<file path="src/rtl/dma_bus_pkg.sv">
// dma_bus_pkg: shared FSM encoding and sizing for the DMA bus arbiter
// Contents: state_t (IDLE=0, GRANT=1, WAIT_BEGIN=2, ACTIVE=3, RELEASE=4), MAX_MASTERS, IDX_W
package dma_bus_pkg;
    localparam int MAX_MASTERS = 8;
    localparam int IDX_W = $clog2(MAX_MASTERS);
    typedef enum logic [2:0] {
        IDLE       = 3'd0,
        GRANT      = 3'd1,
        WAIT_BEGIN = 3'd2,
        ACTIVE     = 3'd3,
        RELEASE    = 3'd4
    } state_t;
endpackage

</file>
<file path="src/rtl/dma_bus_arbiter_rr_priority_picker.sv">
// rr_priority_picker: combinational round-robin pick of the first request at or after a pointer
// Ports: i_req  in  N      request vector, bit i = master i
//        i_ptr  in  IDX_W  highest-priority index this round (must be < N)
//        o_valid out 1     any request present
//        o_idx  out IDX_W  winning master index
module rr_priority_picker
    import dma_bus_pkg::*;
#(
    parameter int N = 4
)(
    input  logic [N-1:0]     i_req,
    input  logic [IDX_W-1:0] i_ptr,
    output logic             o_valid,
    output logic [IDX_W-1:0] o_idx
);
    logic [N-1:0] w_rot;
    // rotate so bit 0 is the pointer position; the lowest set bit then wins
    assign w_rot = N'({i_req, i_req} >> i_ptr);
    assign o_valid = |i_req;
    always_comb begin
        o_idx = '0;
        for (int k = N - 1; k >= 0; k--)
            if (w_rot[k]) o_idx = IDX_W'((int'(i_ptr) + k) % N);
    end
endmodule

</file>
<file path="src/rtl/dma_bus_arbiter.sv">
// dma_bus_arbiter: round-robin owner of the shared bus master port for DMA custom instructions
// Ports: clock/reset (sync, active-low); requestIn[N] in; grantOut[N] out (one-hot 1-cycle pulse);
//        beginTransactionIn/endTransactionIn/busErrorIn in (shared bus observation);
//        busBusy, activeMaster[3], endTransactionOut, busErrorOut out
// Build option: DMA_BUS_ARBITER_WATCHDOG_EN enables the transaction-length watchdog;
//        otherwise endTransactionOut/busErrorOut are 0 and ACTIVE waits indefinitely.
module dma_bus_arbiter
    import dma_bus_pkg::*;
#(
    parameter int NR_OF_MASTERS   = 4,
    parameter int BEGIN_TIMEOUT   = 15,
    parameter int WATCHDOG_CYCLES = 1023
)(
    input  logic                     clock,
    input  logic                     reset,
    input  logic [NR_OF_MASTERS-1:0] requestIn,
    output logic [NR_OF_MASTERS-1:0] grantOut,
    input  logic                     beginTransactionIn,
    input  logic                     endTransactionIn,
    input  logic                     busErrorIn,
    output logic                     busBusy,
    output logic [2:0]               activeMaster,
    output logic                     endTransactionOut,
    output logic                     busErrorOut
);
    localparam int CNT_W = $clog2(((BEGIN_TIMEOUT > WATCHDOG_CYCLES) ? BEGIN_TIMEOUT : WATCHDOG_CYCLES) + 1);
    state_t           r_state, w_next;
    logic [IDX_W-1:0] r_ptr, r_active, w_pick;
    logic             w_valid, w_wd_fire;
    logic [CNT_W-1:0] r_cnt;
    rr_priority_picker #(.N(NR_OF_MASTERS)) u_picker (
        .i_req  (requestIn),
        .i_ptr  (r_ptr),
        .o_valid(w_valid),
        .o_idx  (w_pick)
    );
`ifdef DMA_BUS_ARBITER_WATCHDOG_EN
    // a real end or error in the limit cycle takes precedence over the forced pulse
    assign w_wd_fire = r_state == ACTIVE && r_cnt == CNT_W'(WATCHDOG_CYCLES)
                       && !endTransactionIn && !busErrorIn;
`else
    assign w_wd_fire = 1'b0;
`endif
    always_comb begin
        w_next = r_state;
        case (r_state)
            IDLE:       w_next = w_valid ? GRANT : IDLE;
            GRANT:      w_next = WAIT_BEGIN;
            WAIT_BEGIN: w_next = beginTransactionIn ? ACTIVE :
                                 (r_cnt == CNT_W'(BEGIN_TIMEOUT)) ? RELEASE : WAIT_BEGIN;
            ACTIVE:     w_next = (endTransactionIn || busErrorIn || w_wd_fire) ? RELEASE : ACTIVE;
            default:    w_next = IDLE;
        endcase
    end
    always_ff @(posedge clock) begin
        if (!reset) begin
            r_state  <= IDLE;
            r_ptr    <= '0;
            r_active <= '0;
            r_cnt    <= '0;
        end else begin
            r_state <= w_next;
            if (r_state == IDLE && w_valid) r_active <= w_pick;
            if (r_state == RELEASE)
                r_ptr <= (r_active == IDX_W'(NR_OF_MASTERS - 1)) ? '0 : r_active + 1'b1;
            // one counter serves both the begin timeout and the watchdog; restart on entry, saturate
            r_cnt <= (w_next != r_state && (w_next == WAIT_BEGIN || w_next == ACTIVE)) ? '0 :
                     r_cnt + CNT_W'(r_cnt != '1);
        end
    end
    assign grantOut          = (r_state == GRANT) ? NR_OF_MASTERS'(1) << r_active : '0;
    assign busBusy           = r_state == GRANT || r_state == WAIT_BEGIN || r_state == ACTIVE;
    assign activeMaster      = r_active;
    assign endTransactionOut = w_wd_fire;
    assign busErrorOut       = w_wd_fire;
endmodule

</file>
<file path="config.mk">
export PLATFORM = sky130hd
export DESIGN_NAME = dma_bus_arbiter
export DESIGN_NICKNAME = d
export VERILOG_FILES = /design/src/rtl/dma_bus_pkg.sv /design/src/rtl/dma_bus_arbiter_rr_priority_picker.sv /design/src/rtl/dma_bus_arbiter.sv
export SDC_FILE = /design/constraint.sdc
export NUM_CORES = 1
export LEC_CHECK = 0
export ABC_AREA = 1
export ABC_CLOCK_PERIOD_IN_PS = 1900
export CAP_MARGIN = 30
export CORE_ASPECT_RATIO = 1.1
export CORE_MARGIN = 10
export CORE_UTILIZATION = 52
export DETAILED_ROUTE_END_ITERATION = 10
export HOLD_SLACK_MARGIN = 0.05
export PLACE_DENSITY = 0.78
export SYNTH_ARGS = -nofsm -noshare
export SYNTH_HDL_FRONTEND = slang
export SYNTH_SLANG_ARGS = --single-unit
</file>
<file path="constraint.sdc">
create_clock -name clock -period 1.9 [get_ports clock]
set_input_delay 0.57 -clock clock [delete_from_list [all_inputs] [get_ports clock]]
set_output_delay 0.57 -clock clock [all_outputs]
set_load 0.05 [all_outputs]
</file>
==> results.txt <==
Wirelength per Cell - 10.52 um
Sequential fraction of the synthesis area - 30.32%
Clock tree from TritonCTS - built
Mapped Cells - 173
Fraction of layout instances using a drive strength above 1 - 17.53%
Clock slew at the register clock pins of the worst setup and hold paths - 0.11 ns
Largest stage delay on the critical path - 0.38 ns
Top fanout value on the critical path - 4
Final nets - 210
Worst reg2reg endpoint - r_cnt[8]$_SDFF_PP0_
YS warnings - 0
Terminating pin of the worst hold path - r_cnt[9]$_SDFF_PP0_
Gate family responsible for the most delay along the worst path - flip-flops
Cell types occupying the most area after synthesis - sky130_fd_sc_hd__dfxtp_1 30%, sky130_fd_sc_hd__nand2_1 13%, sky130_fd_sc_hd__inv_1 10%
Antenna diode count - 0
Via Count - 1062
Ratio of routed vias to standard cells - 4.784
Result of the run - completed
Total non-filler cell area in the finished layout - 1438 um^2
Setup Viol. Count Final - 0
Worst slack at placement - 0.0006395 ns
Die outline width - 64.30 um
Crit Path Category - register to primary output
Core area - 2042 um^2
RSZ-0062 raised after global routing - yes
Maximum number of pins on one net before global-route repair - 11
Final hold violations - 0
Achievable clock frequency - 0.5269 GHz
Mean area per synthesized cell - 6.487 um^2
Critical Path End Type - primary output
Final Slew Violations - 0
Final worst-path cycle share - 99.90%
Yosys top cell area share - 30.32%
Placer Congestion - 0.8096
Fill cell count - 166
CTS buffer count - 3
Initial cell density of the core - 54.96%
Worst Path Arrival - 1.33 ns
Detail Placement HPWL - 1.871 mm
Slowest stage cell, crit path - sky130_fd_sc_hd__dfxtp_2
Worst R2R Setup Slack - 0.21 ns
Startpoint class of the critical path - register
Via count of the first global-routing pass - 982
Final core utilization - 70.40%
Cell chosen for the clock root - sky130_fd_sc_hd__clkbuf_4
Number of H-tree branching levels - 1
Worst Reg-to-Reg Cells - 10
Yosys cell types - 24
Row count - 17
Maximum count of clock buffers along a single path - 2
Time the final worst path needs with I/O delays and setup - 1.898 ns
1st-pass router iterations - 4
Mapped Area - 1122 um^2
Post-DRT Antenna Nets - 0
Hold Path Origin - r_cnt[9]$_SDFF_PP0_
Initial antenna violation count - 0
Register bit total from synthesis - 17
Die Outline Area - 4419 um^2
Global route overflow - 0
Total leakage power - 0.6620 nW
Post-Route Skew - 0.01186 ns
DRC - 0
Setup WS post-layout - 0.001979 ns
Aggregate routed wire length - 2.336 mm
Start of the worst register-to-register path - r_cnt[2]$_SDFF_PP0_
Maximum capacitance violations - 0
Most area-hungry cell type in the Yosys netlist - sky130_fd_sc_hd__dfxtp_1
VDD IR max - 0.0005239 V
Worst hold path type - register to register
Placed cell areas - 1364 um^2
Cell-by-cell trace of the critical path - inv_2, nor3_4, inv_4, nor2_4, buf_12
Global-route usage over all layers - 10.34%
Initial drt markers - 25
Port bufs - 15
Count of buffering cells on the critical path with inverters included - 3
Hold-critical path depth - 2
Sinks on the clock net - 17
Vertical die dimension - 68.73 um
Hold-fix buffers at CTS - 0
I/O pin total - 19
Layout-stage area growth over the synthesis result - 28.09%
Clock latency on the worst-skew pair - 0.29 ns
Required time at the endpoint of the critical path - 1.33 ns
Power Dens Cells - 743.1 nW/um^2
Wire length of the first global-routing pass - 3.795 mm
==> logic make-up after synthesis <==
logic type,share of synthesized area [%]
compound gates,7.024
xor+xnor,7.023
fa+ha+maj,6.689
buf+inv,14.16
flops,30.32
other cells,0.3341
simple gates,34.45
==> where the power goes <==
| part | internal (W) | switching [W] | total, W |
|---|---|---|---|
| Sequential | 0.000388 | 0.0000335 | 0.000422 |
| Clock | 0.0000783 | 0.000115 | 0.000193 |
| Combinational | 0.000174 | 0.000279 | 0.000454 |
| Total | 0.000641 | 0.000428 | 0.00107 |
==> cell usage in the layout, fill, tap and decap left out <==
master / Yosys / layout
sky130_fd_sc_hd__o21ai_1: 0 / 1
sky130_fd_sc_hd__dfxtp_1: 17 / 14
sky130_fd_sc_hd__nand2_1: 38 / 38
sky130_fd_sc_hd__nor3_1: 3 / 2
sky130_fd_sc_hd__clkinv_2: 0 / 1
sky130_fd_sc_hd__nor2_1: 25 / 21
sky130_fd_sc_hd__xnor2_1: 5 / 5
sky130_fd_sc_hd__ha_1: 6 / 6
sky130_fd_sc_hd__inv_2: 2 / 3
sky130_fd_sc_hd__clkbuf_4: 0 / 3
sky130_fd_sc_hd__nor3_4: 0 / 1
sky130_fd_sc_hd__nand4_1: 4 / 4
sky130_fd_sc_hd__nand2_4: 1 / 1
sky130_fd_sc_hd__xor2_1: 4 / 4
sky130_fd_sc_hd__nand3_1: 12 / 12
sky130_fd_sc_hd__buf_4: 4 / 7
sky130_fd_sc_hd__o21a_1: 1 / 1
sky130_fd_sc_hd__nor2_4: 0 / 4
sky130_fd_sc_hd__o21ai_0: 5 / 4
sky130_fd_sc_hd__clkdlybuf4s50_1: 0 / 8
sky130_fd_sc_hd__dfxtp_2: 0 / 3
sky130_fd_sc_hd__a31oi_1: 1 / 1
sky130_fd_sc_hd__nor2_2: 2 / 2
sky130_fd_sc_hd__o21bai_1: 1 / 1
sky130_fd_sc_hd__buf_12: 0 / 5
sky130_fd_sc_hd__inv_4: 0 / 1
sky130_fd_sc_hd__conb_1: 1 / 3
sky130_fd_sc_hd__nand2_2: 1 / 1
sky130_fd_sc_hd__inv_1: 31 / 29
sky130_fd_sc_hd__a21oi_1: 5 / 5
sky130_fd_sc_hd__nand3_2: 2 / 2
sky130_fd_sc_hd__a211oi_1: 1 / 1
==> cell type report <==
cell class	instances	area, um^2	area share [%]
timing repair buffer	20	232.7	16.19
tap	28	35.03	2.437
inverter	33	126.4	8.790
sequential	17	344.1	23.93
clock inverter	1	5.005	0.3481
clock buffer	3	22.52	1.567
multi-input combinational	120	671.9	46.74
==> registers in the layout, indices dropped and copies added (netlist names) <==
signal and cells:
r_cnt 10, r_state 3, activeMaster 2, r_ptr 2
==> metal layers <==
metal / up-vias / routed length [um] / global-route usage (%) / share of wire [%]
met5: - / 0 / 0 / 0
met4: 0 / 32 / 4.545 / 1.4
met3: 4 / 97 / 3.221 / 4.2
met2: 20 / 1216 / 20.20 / 52
met1: 467 / 989 / 9.871 / 42
li1: 571 / - / - / -
==> worst max path at each step <==
stage,start,end,slack [ns],cells past startpoint
5_1_grt,r_state[0]$_SDFF_PN0_,grantOut[0],-0.07,5
6_report,r_state[0]$_SDFF_PN0_,grantOut[0],0.002,5
2_1_floorplan,activeMaster[0]$_SDFFE_PN0N_,grantOut[3],-0.03,3
3_5_place_dp,busErrorIn,r_cnt[5]$_SDFF_PP0_,0.0006,9
4_1_cts,r_state[0]$_SDFF_PN0_,grantOut[0],0.02,5
3_3_place_gp,busErrorIn,r_cnt[2]$_SDFF_PP0_,0.05,9
==> per-stage QoR <==
stage               instances  total power (W)  setup TNS (ns)  hold slack (ns)
floorplan                 175        0.0007062        -0.03424           0.5170
global placement          216        0.0008366               0           0.5400
detailed placement        216        0.0008450               0           0.5412
CTS                       220         0.001039               0           0.5716
global route              222         0.001141         -0.2089           0.6039
finish                    222         0.001068               0           0.5702
==> repair_timing <==
item	in CTS	in global routing
hold endpoints to repair	0	0
pin swaps	0	2
setup buffers	0	2
setup endpoints to repair	4	3
gates resized for setup	3	7
==> worst register-to-register path: cells and delay by family (launching register included) <==
kind | cells | cell delay [ns]
xor+xnor | 1 | 0.14
flops | 1 | 0.40
fa+ha+maj | 2 | 0.40
simple gates | 7 | 0.65
==> Yosys cell counts <==
master / instances
sky130_fd_sc_hd__nand2_1: 38
sky130_fd_sc_hd__inv_1: 31
sky130_fd_sc_hd__nor2_1: 25
sky130_fd_sc_hd__dfxtp_1: 17
sky130_fd_sc_hd__nand3_1: 12
sky130_fd_sc_hd__ha_1: 6
sky130_fd_sc_hd__a21oi_1: 5
sky130_fd_sc_hd__o21ai_0: 5
sky130_fd_sc_hd__xnor2_1: 5
sky130_fd_sc_hd__buf_4: 4
sky130_fd_sc_hd__nand4_1: 4
sky130_fd_sc_hd__xor2_1: 4
sky130_fd_sc_hd__nor3_1: 3
sky130_fd_sc_hd__inv_2: 2
sky130_fd_sc_hd__nand3_2: 2
sky130_fd_sc_hd__nor2_2: 2
sky130_fd_sc_hd__a211oi_1: 1
sky130_fd_sc_hd__a31oi_1: 1
sky130_fd_sc_hd__buf_2: 1
sky130_fd_sc_hd__conb_1: 1
sky130_fd_sc_hd__nand2_2: 1
sky130_fd_sc_hd__nand2_4: 1
sky130_fd_sc_hd__o21a_1: 1
sky130_fd_sc_hd__o21bai_1: 1
Note: power is estimated with default switching activity, not from simulation.
